==> src/rtl/frog_pkg.sv <==
// Shared constants for the frog LFSR bank: step-mode encoding and default geometry.
package frog_pkg;

  localparam logic MODE_FIB = 1'b0;  // feedback parity shifted into bit 0
  localparam logic MODE_GAL = 1'b1;  // bit N-1 conditionally XORs the tap program

  localparam int unsigned DefaultN        = 16;
  localparam int unsigned DefaultChannels = 4;

endpackage

==> src/rtl/frog_lfsr_chan.sv <==
// One LFSR channel: serially loaded tap program and seed, Fibonacci/Galois stepping and
// period measurement against the loaded seed.
// Ports:
//   clk_i, rst_i        clock, asynchronous active-high reset
//   load_en_i           shift program_i/seed_i in (LSB first); clears the measurement
//   step_i              advance the LFSR one step (ignored while load_en_i)
//   mode_i              MODE_FIB or MODE_GAL
//   program_i, seed_i   serial tap-program and seed bits
//   state_o             current LFSR state
//   period_o            measured period, 0 until valid or stuck
//   period_valid_o      state has returned to seed
//   stuck_o             no return to seed within 2^N steps
module frog_lfsr_chan
  import frog_pkg::*;
#(
  parameter int unsigned N = DefaultN
) (
  input  logic         clk_i,
  input  logic         rst_i,
  input  logic         load_en_i,
  input  logic         step_i,
  input  logic         mode_i,
  input  logic         program_i,
  input  logic         seed_i,
  output logic [N-1:0] state_o,
  output logic [N:0]   period_o,
  output logic         period_valid_o,
  output logic         stuck_o
);

  localparam logic [N:0] CountFull = {1'b1, {N{1'b0}}};

  logic [N-1:0] prog_q, prog_d;
  logic [N-1:0] seed_q, seed_d;
  logic [N-1:0] state_q, state_d;
  logic [N:0]   count_q, count_d;
  logic         valid_q, valid_d;
  logic         stuck_q, stuck_d;

  logic [N-1:0] next_state;
  logic [N:0]   count_inc;

  always_comb begin
    if (mode_i == MODE_GAL) begin
      next_state = {state_q[N-2:0], 1'b0} ^ (state_q[N-1] ? prog_q : '0);
    end else begin
      next_state = {state_q[N-2:0], ^(state_q & prog_q)};
    end
    count_inc = count_q + {{N{1'b0}}, 1'b1};
  end

  always_comb begin
    prog_d  = prog_q;
    seed_d  = seed_q;
    state_d = state_q;
    count_d = count_q;
    valid_d = valid_q;
    stuck_d = stuck_q;
    if (load_en_i) begin
      prog_d  = {program_i, prog_q[N-1:1]};
      seed_d  = {seed_i, seed_q[N-1:1]};
      state_d = {seed_i, state_q[N-1:1]};
      count_d = '0;
      valid_d = 1'b0;
      stuck_d = 1'b0;
    end else if (step_i) begin
      state_d = next_state;
      // count freezes once either flag is set, so it doubles as the latched period
      if (!valid_q && !stuck_q) begin
        count_d = count_inc;
        if (next_state == seed_q) begin
          valid_d = 1'b1;
        end else if (count_inc == CountFull) begin
          stuck_d = 1'b1;
        end
      end
    end
  end

  always_ff @(posedge clk_i or posedge rst_i) begin
    if (rst_i) begin
      prog_q  <= '0;
      seed_q  <= '0;
      state_q <= '0;
      count_q <= '0;
      valid_q <= 1'b0;
      stuck_q <= 1'b0;
    end else begin
      prog_q  <= prog_d;
      seed_q  <= seed_d;
      state_q <= state_d;
      count_q <= count_d;
      valid_q <= valid_d;
      stuck_q <= stuck_d;
    end
  end

  assign state_o        = state_q;
  assign period_o       = (valid_q || stuck_q) ? count_q : '0;
  assign period_valid_o = valid_q;
  assign stuck_o        = stuck_q;

endmodule

==> src/rtl/frog_lfsr_bank.sv <==
// Bank of CHANNELS independently programmable LFSRs with per-channel period measurement.
// Ports:
//   clk_i, rst_i        clock, asynchronous active-high reset
//   load_i, ch_sel_i    serial load of the addressed channel; load freezes every channel
//   program_i, seed_i   serial tap-program and seed bits, LSB first
//   run_i, mode_i       step all channels (when not loading), Fibonacci/Galois select
//   out_o               MSB of every channel
//   state_out_o, period_o, period_valid_o, stuck_o   readout of channel ch_sel_i (0 if absent)
module frog_lfsr_bank
  import frog_pkg::*;
#(
  parameter int unsigned N          = DefaultN,
  parameter int unsigned CHANNELS   = DefaultChannels,
  localparam int unsigned CW        = (CHANNELS > 1) ? $clog2(CHANNELS) : 1
) (
  input  logic                clk_i,
  input  logic                rst_i,
  input  logic                load_i,
  input  logic [CW-1:0]       ch_sel_i,
  input  logic                program_i,
  input  logic                seed_i,
  input  logic                run_i,
  input  logic                mode_i,
  output logic [CHANNELS-1:0] out_o,
  output logic [N-1:0]        state_out_o,
  output logic [N:0]          period_o,
  output logic                period_valid_o,
  output logic                stuck_o
);

  logic [N-1:0] state_a  [CHANNELS];
  logic [N:0]   period_a [CHANNELS];
  logic         valid_a  [CHANNELS];
  logic         stuck_a  [CHANNELS];

  logic step;
  assign step = run_i && !load_i;

  for (genvar c = 0; c < CHANNELS; c++) begin : g_chan
    frog_lfsr_chan #(
      .N(N)
    ) u_chan (
      .clk_i          (clk_i),
      .rst_i          (rst_i),
      .load_en_i      (load_i && (ch_sel_i == CW'(c))),
      .step_i         (step),
      .mode_i         (mode_i),
      .program_i      (program_i),
      .seed_i         (seed_i),
      .state_o        (state_a[c]),
      .period_o       (period_a[c]),
      .period_valid_o (valid_a[c]),
      .stuck_o        (stuck_a[c])
    );
    assign out_o[c] = state_a[c][N-1];
  end

  always_comb begin
    state_out_o    = '0;
    period_o       = '0;
    period_valid_o = 1'b0;
    stuck_o        = 1'b0;
    for (int unsigned c = 0; c < CHANNELS; c++) begin
      if (ch_sel_i == CW'(c)) begin
        state_out_o    = state_a[c];
        period_o       = period_a[c];
        period_valid_o = valid_a[c];
        stuck_o        = stuck_a[c];
      end
    end
  end

endmodule

==> config.mk <==
export PLATFORM = sky130hd
export DESIGN_NAME = frog_lfsr_bank
export DESIGN_NICKNAME = d
export VERILOG_FILES = /design/src/rtl/frog_pkg.sv /design/src/rtl/frog_lfsr_chan.sv /design/src/rtl/frog_lfsr_bank.sv
export SDC_FILE = /design/constraint.sdc
export NUM_CORES = 1
export LEC_CHECK = 0
export ABC_AREA = 1
export BUFFER_PORTS_ARGS = -buffer_cell sky130_fd_sc_hd__clkbuf_2
export CAP_MARGIN = 15
export CELL_PAD_IN_SITES_DETAIL_PLACEMENT = 0
export CELL_PAD_IN_SITES_GLOBAL_PLACEMENT = 1
export CORE_ASPECT_RATIO = 1.2
export CORE_MARGIN = 1.5
export CORE_UTILIZATION = 51
export CTS_CLUSTER_DIAMETER = 150
export CTS_CLUSTER_SIZE = 28
export DETAILED_ROUTE_END_ITERATION = 12
export PLACE_DENSITY_LB_ADDON = 0.05
export SLEW_MARGIN = 20
export SYNTH_ARGS = -nofsm -noshare
export SYNTH_HDL_FRONTEND = slang
export SYNTH_HIERARCHICAL = 1
export SYNTH_SLANG_ARGS = --single-unit
==> constraint.sdc <==
create_clock -name clk_i -period 3.7 [get_ports clk_i]
set_input_delay 0.185 -clock clk_i [delete_from_list [all_inputs] [get_ports clk_i]]
set_output_delay 0.185 -clock clk_i [all_outputs]
set_load 0.1 [all_outputs]
==> qor.yml <==
p_leak_uw: 0.008544
async_flop_share_pct: 100.0
ios: 48
crit_type: "register to register"
gp_congestion: 0.9191
cts-htree-levels: 1
die_y_um: 204.5
yosys.area.top_type: "dfrtp_1"
hpwl_um: 36400
viasPerCell: 5.517
synth_fp_nets: 2419
finalCritPeriodShare_pct: 66.59
tightest_slew_ns: 0.8790
netlist.area_leader.share_pct: 38.85
drc_errors: 0
drive_gt1_share_pct: 7.029
setup_viol: 0
io_buffers: 47
timing.fmax_mhz: 405.8
synth-seq-cells: 268
fin_ws_ns: 1.236
finClkSkew_ns: 0.01896
powerDensity_mw_per_mm2: 525.9
fin_nets: 2404
area_growth_pct: 5.102
rsz0062_at_grt: "false"
clk_pin_slew_ns: 0.11
initial_core_util_pct: 51.93
synth_area_per_cell_um2: 7.175
met3_usage_pct: 3.130
syn-instance-count: 2406
grt_use_met2_pct: 50.71
grt_pass1_vias: 15250
fin_crit_ns: 2.464
cts.sinks: 268
wirelength_um: 49900
numCtsBuffers: 13
synth_edf_count: 0
worst-path-buf-inv: 1
grt-busiest-layer: "met2"
critPathArrivalTime_ns: 2.85
grt_pass1_wl_um: 79740
grt_use_total_pct: 29.06
vias: 15670
wl_per_cell_um: 17.56
met1_usage_pct: 36.23
ys_top_cells_by_area: "dfrtp_1, nand2_1, inv_1, xor2_1, nand3_1"
firstDrtPassIters: 5
netlist_top_cells_count: "nand2_1, inv_1, dfrtp_1"
cp-end-kind: "register"
required_ns: 4.08
syn-cell-area_mm2: 0.01726
slowest_stage: "dfrtp_1"
ant_nets: 0
synth_cell_types: 30
startpoint_type: "register"
clockRootBuffer: "clkbuf_16"
worstPathMaxFanout: 18
num_rows: 73
clk_latency_ns: 0.50
grt_max_degree: 69
detailedPlace.worstSlack_ns: 0.9544
path_cells: "nand2_1, inv_1, nand3_1, nand2_1, xor2_1, nand2_1, nor2_1, nand2_1, nor2_1, nand3_2, nand2_1, a21oi_2"
hold_violations: 0
relSlewSlack_pct: 41.31
cts_buffer_depth: 3
dieArea_mm2: 0.03497
finalSetupTns_ns: 0
ys.flop_type: "dfrtp_1"
crit_family: "simple AND/OR/NAND/NOR gates"
antenna_found_initial: 1
grt-ovfl-total: 0
cap_violations: 0
synth_seq_area_share_pct: 38.85
cts_tree: "done"
slew_viol_final: 0
crit_top_cell: "nand2_1"
die_w_um: 171.0
peakVddDrop_mv: 0.4852
max_stage_delay_ns: 0.89
synth.most_common_cell: "nand2_1"
core-area_mm2: 0.03325
status: "completed"
cts_resized: 0
yosysWarnings: 6
hold_class: "input port to register"
drt-initial-drc-count: 1101
==> final timing paths <==
check	start	to	slack [ns]	cells after the start
worst min-delay path	program_i	g_chan[2].u_chan/prog_q[15]	0.07	3
worst max register to register	g_chan[3].u_chan/state_o[15]	g_chan[3].u_chan/stuck_o	1.24	12
min in group asynchronous	rst_i	g_chan[3].u_chan/count_q[12]	0.45	3
worst max-delay path	g_chan[3].u_chan/state_o[15]	g_chan[3].u_chan/stuck_o	1.24	12
worst min register to register	g_chan[1].u_chan/seed_q[13]	g_chan[1].u_chan/seed_q[12]	0.48	2
max in group asynchronous	rst_i	g_chan[1].u_chan/state_o[9]	2.40	4
==> layer usage <==
| metal | routed length, µm | up-vias |
|---|---|---|
| met1 | 21010 | 7476 |
| met5 | 0 | - |
| met4 | 2224 | 0 |
| li1 | - | 7689 |
| met2 | 24330 | 401 |
| met3 | 2332 | 107 |
==> cells by family after synthesis <==
| group | share of synthesized area (%) |
|---|---|
| xor+xnor | 7.682 |
| flops | 38.85 |
| compound gates | 9.770 |
| buf+inv | 11.09 |
| simple gates | 32.32 |
| fa+ha+maj | 0.2899 |
==> timing repair <==
item | CTS | global route
setup buffers | 0 | 0
hold endpoints to repair | 104 | 0
hold buffers | 1 | 0
==> worst min-delay path: cells and delay by family <==
| family | cells | cell delay, ns |
|---|---|---|
| AND/OR/NAND/NOR | 2 | 0.16 |
| buffers and inverters | 1 | 0.20 |
==> cell usage in the layout (no fill, tap or decap), types with 5 or more instances in the layout <==
cell       instances
nand3_1          233
clkbuf_16         13
nor3_2             6
dfrtp_1          268
nand3_2           36
nor2_4             5
nand2_1          743
nor3_4             6
nand4_1           71
xor2_1           140
clkbuf_2          23
o21ai_0          164
nor2_2             5
nor2_1           132
buf_4             48
o221ai_1          64
inv_1            342
nor3_1            12
o22ai_1           40
==> where the power goes <==
group          switching, µW  internal [µW]
Clock                    972            649
Sequential               805           3520
Combinational           2480           1120
Total                   4250           5290
==> area by class of cell <==
class / count / area [µm²]
clock inverters: 1 / 16.27
repair buffers: 75 / 545.5
flip-flops and latches: 268 / 6706
diodes: 1 / 2.502
fillers: 3409 / 15100
well taps: 450 / 563.0
clock buffers: 13 / 325.3
inverters: 348 / 1313
multi-input cells: 1685 / 8673
==> registers in the layout (all words and copies together) (netlist names) <==
| name | cells |
|---|---|
| g_chan.u_chan/period_valid_o | 4 |
| g_chan.u_chan/count_q | 68 |
| g_chan.u_chan/seed_q | 64 |
| g_chan.u_chan/prog_q | 64 |
| g_chan.u_chan/stuck_o | 4 |
| g_chan.u_chan/state_o | 64 |
==> per-stage QoR <==
step	hold WS [ns]	total power [µW]	std cells	cell area [µm²]	utilization, %
after floorplan	0.3016	6903	2406	17260	-
after global placement	0.4624	7884	2825	17790	53.51
after detailed placement	0.4647	7951	2825	17790	53.51
after CTS	0.05824	9603	2840	18140	54.57
after global routing	0.05404	10200	2841	18140	54.58
final	0.07196	9542	2841	18140	54.58
Power figures use the tool's default switching activity.
